### src/rtl/snow64_ext_dat_acc_burst_ctrl.sv
// snow64_ext_dat_acc_burst_ctrl
// Splits one line-wide CPU data access into a burst of BEATS narrow transfers
// on an external req/ack bus. A read is assembled in a shadow line and copied
// to cpu_rd_data only when its last beat completes.
//
// Optional build macro: SNOW64_EXT_DAT_ACC_BURST_CTRL_TIMEOUT_EN
//   defined   - per-beat ack watchdog of TIMEOUT_CYCLES. A timeout aborts the
//               burst and raises cpu_err.
//   undefined - no watchdog. cpu_err is tied low and the burst waits for ack.
//
// state | meaning
// ------+-----------------------------------------------------------------
// IDLE  | no access in flight; cpu_req at a rising edge starts a burst
// BURST | beat[beat_q] on the bus; bus_req high until bus_ack completes it

module snow64_ext_dat_acc_burst_ctrl #(
  parameter int ADDR_WIDTH     = 64,
  parameter int LINE_WIDTH     = 256,
  parameter int BUS_WIDTH      = 64,
  parameter int TIMEOUT_CYCLES = 1024
) (
  input  logic                  clk,
  input  logic                  rst,
  input  logic                  cpu_req,
  input  logic                  cpu_access_type,
  input  logic [ADDR_WIDTH-1:0] cpu_addr,
  input  logic [LINE_WIDTH-1:0] cpu_wr_data,
  output logic                  cpu_busy,
  output logic [LINE_WIDTH-1:0] cpu_rd_data,
  output logic                  cpu_err,
  output logic                  bus_req,
  output logic                  bus_we,
  output logic [ADDR_WIDTH-1:0] bus_addr,
  output logic [BUS_WIDTH-1:0]  bus_wr_data,
  input  logic                  bus_ack,
  input  logic [BUS_WIDTH-1:0]  bus_rd_data
);

  localparam int BEATS      = LINE_WIDTH / BUS_WIDTH;
  localparam int BEAT_W     = (BEATS > 1) ? $clog2(BEATS) : 1;
  localparam int LINE_SHIFT = $clog2(LINE_WIDTH / 8);
  localparam int BUS_SHIFT  = $clog2(BUS_WIDTH / 8);
  localparam logic [BEAT_W-1:0] LAST_BEAT = BEAT_W'(BEATS - 1);

  typedef enum logic {
    IDLE  = 1'b0,
    BURST = 1'b1
  } state_t;

  state_t state_q;
  state_t state_d;

  logic [BEAT_W-1:0]                 beat_q;
  logic                              type_q;
  logic [ADDR_WIDTH-1:0]             base_q;
  logic [BEATS-1:0][BUS_WIDTH-1:0]   line_q;
  logic [BEATS-1:0][BUS_WIDTH-1:0]   shadow_q;
  logic [BEATS-1:0][BUS_WIDTH-1:0]   shadow_merged;
  logic [BEATS-1:0][BUS_WIDTH-1:0]   rd_data_q;
  logic [ADDR_WIDTH-1:0]             beat_off;

  logic in_burst;
  logic accept;
  logic beat_done;
  logic last_beat;
  logic abort;

  assign in_burst  = (state_q == BURST);
  assign accept    = !in_burst && cpu_req;
  assign beat_done = in_burst && bus_ack;
  assign last_beat = (beat_q == LAST_BEAT);

  // Low line-offset bits of the CPU address carry no information here.
  logic unused_addr_lsbs;
  assign unused_addr_lsbs = ^cpu_addr[LINE_SHIFT-1:0];

`ifdef SNOW64_EXT_DAT_ACC_BURST_CTRL_TIMEOUT_EN
  localparam int TMR_W = $clog2(TIMEOUT_CYCLES + 1);

  logic [TMR_W-1:0] wait_q;
  logic             err_q;

  // Per-beat watchdog: down-counter reloaded whenever a new beat is issued;
  // terminal count with no ack in the same cycle means TIMEOUT_CYCLES idle cycles.
  always_ff @(posedge clk or posedge rst) begin
    if (rst) begin
      wait_q <= '0;
    end else if (accept || (beat_done && !last_beat)) begin
      wait_q <= TMR_W'(TIMEOUT_CYCLES - 1);
    end else if (in_burst && (wait_q != '0)) begin
      wait_q <= wait_q - 1'b1;
    end
  end

  assign abort = in_burst && !bus_ack && (wait_q == '0);

  // Error flag: set by an abort, cleared when the next access is accepted.
  always_ff @(posedge clk or posedge rst) begin
    if (rst) begin
      err_q <= 1'b0;
    end else if (accept) begin
      err_q <= 1'b0;
    end else if (abort) begin
      err_q <= 1'b1;
    end
  end

  assign cpu_err = err_q;
`else
  // Without the watchdog the timeout length has no meaning.
  logic [31:0] unused_timeout;
  assign unused_timeout = 32'(TIMEOUT_CYCLES);

  assign abort   = 1'b0;
  assign cpu_err = 1'b0;
`endif

  // State register; async reset drops an in-flight burst immediately.
  always_ff @(posedge clk or posedge rst) begin
    if (rst) begin
      state_q <= IDLE;
    end else begin
      state_q <= state_d;
    end
  end

  // Next-state: leave BURST on the last acked beat or on a watchdog abort.
  always_comb begin
    state_d = state_q;
    case (state_q)
      IDLE: begin
        if (cpu_req) begin
          state_d = BURST;
        end
      end
      BURST: begin
        if ((beat_done && last_beat) || abort) begin
          state_d = IDLE;
        end
      end
      default: state_d = IDLE;
    endcase
  end

  // Read shadow with the current beat's bus data dropped into its slice.
  always_comb begin
    shadow_merged         = shadow_q;
    shadow_merged[beat_q] = bus_rd_data;
  end

  // Request capture, beat sequencing and read-line assembly.
  always_ff @(posedge clk or posedge rst) begin
    if (rst) begin
      beat_q    <= '0;
      type_q    <= 1'b0;
      base_q    <= '0;
      line_q    <= '0;
      shadow_q  <= '0;
      rd_data_q <= '0;
    end else if (accept) begin
      beat_q <= '0;
      type_q <= cpu_access_type;
      base_q <= {cpu_addr[ADDR_WIDTH-1:LINE_SHIFT], LINE_SHIFT'(0)};
      line_q <= cpu_wr_data;
    end else if (beat_done) begin
      if (!type_q) begin
        shadow_q <= shadow_merged;
      end
      if (last_beat) begin
        if (!type_q) begin
          rd_data_q <= shadow_merged;
        end
      end else begin
        beat_q <= beat_q + 1'b1;
      end
    end
  end

  // Base is line aligned, so the beat offset never carries into the base bits.
  assign beat_off = ADDR_WIDTH'(beat_q) << BUS_SHIFT;

  assign cpu_busy    = in_burst;
  assign cpu_rd_data = rd_data_q;
  assign bus_req     = in_burst;
  assign bus_we      = in_burst && type_q;
  assign bus_addr    = in_burst ? (base_q + beat_off) : '0;
  assign bus_wr_data = in_burst ? line_q[beat_q] : '0;

endmodule
### config.mk
export PLATFORM = sky130hd
export DESIGN_NAME = snow64_ext_dat_acc_burst_ctrl
export DESIGN_NICKNAME = d
export VERILOG_FILES = /design/src/rtl/snow64_ext_dat_acc_burst_ctrl.sv
export SDC_FILE = /design/constraint.sdc
export NUM_CORES = 2
export LEC_CHECK = 0
export CAP_MARGIN = 30
export CORE_AREA = 4 4 304 306
export CTS_BUF_LIST = sky130_fd_sc_hd__clkbuf_4 sky130_fd_sc_hd__clkbuf_8 sky130_fd_sc_hd__clkbuf_16
export DETAILED_ROUTE_END_ITERATION = 12
export DIE_AREA = 0 0 308 310
export MAX_ROUTING_LAYER = met4
export PLACE_DENSITY_LB_ADDON = 0.05
export SYNTH_ARGS = -nofsm -noshare
export SYNTH_HDL_FRONTEND = slang
export SYNTH_SLANG_ARGS = --single-unit
### constraint.sdc
create_clock -name clk -period 80.7 [get_ports clk]
set_input_delay 20.175 -clock clk [delete_from_list [all_inputs] [get_ports clk]]
set_output_delay 20.175 -clock clk [all_outputs]
set_load 0.005 [all_outputs]
==> results list <==
- Result of the run: finished clean
* Clock power share: 0.217
* Share of flip-flops with an asynchronous set or reset after synthesis: 1.00
- The signal on the critical path passes through buf_4, mux2i_1, o22ai_1, clkdlybuf4s50_1.
- Total negative slack: 0 ps
- The count of pins over their slew limit came to 0.
* First-pass GRT wire length: 153000 um
- Sw Share: 0.315
- Routed length per instance: 22.9 um
- Timing analysis after detailed placement gives a worst setup slack of 56660 ps.
* Average cell area after synthesis: 13.3 sq um
* Most frequently used cell type in the post-synthesis netlist: sky130_fd_sc_hd__dfrtp_1
- IR analysis of the VDD net gives a maximum drop of 0.0224 mV.
- Number of DRC markers after the initial detailed-route iteration: 1104
- Worst hold path type: reg2reg
- Vias in the first global route: 23100
* Hold Crit Depth: 2
- By area the synthesized netlist is led by sky130_fd_sc_hd__dfrtp_1 58%, sky130_fd_sc_hd__mux2_2 11%, sky130_fd_sc_hd__mux2i_1 9.7%.
- The initial antenna violation count came to 33.
- GRT overflow: 0
- DRC Markers: 0
- Entering global routing, the biggest net connects 154 pins.
- Final hold violation count: 0
* Clock Skew: around 26 ps
- Clock slew at reported path FFs: 60 ps
- Count of antenna-violating nets left after detailed routing: 0
* Final weighted congestion of routability-driven global placement: approximately 0.88
* Number of buffers inserted during clock tree synthesis: between 80 and 90
* Critical Path Slowest Stage Cell: sky130_fd_sc_hd__dfrtp_4
- P per Cell Area: 41.1 nW/um^2
- Total number of cells along the worst setup path: 4
- Arrival @ worst endpoint: 3560 ps
- Commonest register cell after synthesis: sky130_fd_sc_hd__dfrtp_1
* Most area-hungry cell type in the Yosys netlist: sky130_fd_sc_hd__dfrtp_1
- The H-tree was split into 3 levels.
* Post-synth top cells: 767 x sky130_fd_sc_hd__dfrtp_1, 387 x sky130_fd_sc_hd__nand2_1, 328 x sky130_fd_sc_hd__mux2_2, 320 x sky130_fd_sc_hd__mux2i_1, 192 x sky130_fd_sc_hd__o21ai_0
- Total die area: 95500 sq um
* Internal power of the cells: 1270 uW
- Data on the critical path is required at its endpoint by 60520 ps.
- Number of vias in the routed layout: between 20000 and 25000
- The die is roughly 310 um tall.
* Type of destination of the critical path: output pin
- Synth Warn #: 0
* Boundary pin count: 777
* Combinational cell fraction of total power: 0.419
- After clock tree synthesis, the setup repair step added 0 buffers.
- Of the available clock period, the critical path in the final layout requires 0.294.
- On the worst path, the slowest cell contributes a delay of 1000 ps.
* Count of input and output buffers: approximately 770
- Min setup slack post-route: 56960 ps
- Broken down by cell family, the worst path's largest delay share belongs to buffers and inverters.
* EDFF count, synth: 0
* Proportion of power drawn by flip-flops and latches: 0.364
- After synthesis, the netlist uses 28 different library cells.
- At the end of the flow, the number of nets in the layout was approximately 3600.
* Worst r2r path cells: 5
- The HPWL after detailed placement is 72100 um.
- Starting density of the core: 0.370
- Highest net fanout along the worst path: 50
- STA classifies the critical path startpoint as a flip-flop.
- # hold bufs at CTS: 0
- Once layout is complete, the utilization of the core stands at 0.503.
- Setup repair after global routing missed its margin: no
- The worst setup path is of the reg2out kind.
- The clock passes through at most 3 buffers.
- The area growth from synthesis to layout is 35.7%.
* Library cell used as clock root buffer: sky130_fd_sc_hd__clkbuf_16
* Net switching power figure: slightly below 600 uW
- Global Route Usage Sum: 0.218
* Post-synthesis instance total: 2498
* Total area of sequential cells: between 15000 and 20000 sq um
- Mapped cell area: 33200 sq um
- The first detailed-routing pass ran for 6 iterations.
- Share of final-layout standard cells stronger than drive strength 1: 0.217
- # Max-Cap Violations: 0
- The clock reaches the later pin of the worst-skew pair after 640 ps.
- Post-cts sizing count: 0
* Total power consumption of the routed design: 1850 uW
- In the routed layout, each cell is associated on average with a via count of 4.86.
- Post-synth top area share: 0.578
- CTS Sinks: 767
- Final period demand of the worst path: 23740 ps
- Summed over all cells, the static leakage comes to about 0.02 uW.
- Maximum achievable frequency: roughly 42 MHz
- Counting the fill cells in the layout gives 7889.
* TritonCTS clock tree: yes
- Overall die width: 308 um
- Number of placement rows: 110
- Core Area: 89600 sq um
* Count of buffering cells on the critical path with inverters included: 2
* Multi-input gate area: ~13000 sq um
- Setup violations remaining at the end of the flow were counted as 0.
- Worst max-slew margin expressed relative to the limit: 0.331
- Part of the Yosys area used for sequential elements: 0.578
- At the pin with the least slew margin, the transition time is 1000 ps.
- Flop and latch count out of synthesis: 767
- Wires add up to around 100000 um.
[metal layers]
metal	vias up	routed length [um]	track usage
met5	-	0	-
met1	11000	41300	0.254
met4	0	2400	0.0601
met2	540	51200	0.362
li1	10200	-	-
met3	122	8040	0.0735
[per-stage QoR]
| stage | instances | hold WS [ps] | instance area [sq um] |
|---|---|---|---|
| floorplan | 2501 | 469 | 33200 |
| global placement | 4295 | 463 | 41600 |
| detailed placement | 4304 | 462 | 41900 |
| CTS | 4455 | 476 | 44800 |
| global route | 4494 | 490 | 45000 |
| finish | 4496 | 472 | 45000 |
[kinds of logic after synthesis]
kind of cell             synth area share
adder cells (fa/ha/maj)           0.00151
multiplexers                        0.289
flip-flops                          0.578
buffers and inverters              0.0304
other                            0.000113
AND/OR/NAND/NOR                    0.0583
AO/OA/AOI/OAI                      0.0419
[worst paths after layout]
kind / startpoint / end / slack [ps]
setup reg to reg: beat_q[1]$_DFFE_PP0P_ / shadow_q[62]$_DFFE_PP0P_ / 77040
max in group asynchronous: rst / shadow_q[88]$_DFFE_PP0P_ / 58320
setup / recovery: beat_q[1]$_DFFE_PP0P_ / bus_wr_data[62] / 56960
hold / removal: cpu_rd_data[254]$_DFFE_PP0P_ / cpu_rd_data[254]$_DFFE_PP0P_ / 470
hold reg to reg: cpu_rd_data[254]$_DFFE_PP0P_ / cpu_rd_data[254]$_DFFE_PP0P_ / 470
min in group asynchronous: rst / base_q[58]$_DFFE_PP0P_ / 20120
[area by class of cell]
cell class                 instances  area share
sequential                       767       0.426
multi-input combinational       1556       0.290
timing repair buffer             807       0.184
clock buffer                     132      0.0599
tap                             1176      0.0327
clock inverter                    19     0.00497
antenna                           35     0.00194
inverter                           4    0.000500
[registers in the layout, summed over array words and instances, names as in the netlist]
register and flops:
beat_q 2, line_q 256, shadow_q 192, cpu_rd_data 256
base_q 59, type_q 1, bus_req 1
[placed cells by master (no fill, tap or decap), types with 2 or more instances in the layout]
cell                              Yosys  layout
sky130_fd_sc_hd__clkbuf_16            0      90
sky130_fd_sc_hd__clkbuf_4             0      21
sky130_fd_sc_hd__inv_1                4       3
sky130_fd_sc_hd__and2_1              61      61
sky130_fd_sc_hd__buf_16               0      12
sky130_fd_sc_hd__o22ai_1             64      64
sky130_fd_sc_hd__nand2_1            387     385
sky130_fd_sc_hd__mux2i_1            320     320
sky130_fd_sc_hd__conb_1               1       4
sky130_fd_sc_hd__nor2_1               2       2
sky130_fd_sc_hd__mux2_4             180     180
sky130_fd_sc_hd__buf_4               30      23
sky130_fd_sc_hd__clkdlybuf4s50_1      0     767
sky130_fd_sc_hd__ha_4                 0       3
sky130_fd_sc_hd__nand2_4              3       3
sky130_fd_sc_hd__diode_2              0      35
sky130_fd_sc_hd__mux2_2             328     328
sky130_fd_sc_hd__o21ai_0            192     192
sky130_fd_sc_hd__clkinv_2             0      10
sky130_fd_sc_hd__dfrtp_1            767     765
sky130_fd_sc_hd__nand2_2              0       2
sky130_fd_sc_hd__clkbuf_8             0      21
sky130_fd_sc_hd__bufinv_16            0       3
sky130_fd_sc_hd__inv_6                0       3
sky130_fd_sc_hd__buf_12               0       5
[worst min-delay path: cells and delay by family, from the launching register on]
kind	cells	cell delay, ps
DFF	1	340
and+or+nand+nor	2	100
[power by group through the flow]
stage	combinational, uW	clock, uW	sequential [uW]
2_1_floorplan	432	0	656
3_3_place_gp	770	0	674
3_5_place_dp	786	0	680
4_1_cts	791	416	675
5_1_grt	842	432	698
6_report	777	402	674
Note: power is estimated with default switching activity, not from simulation.
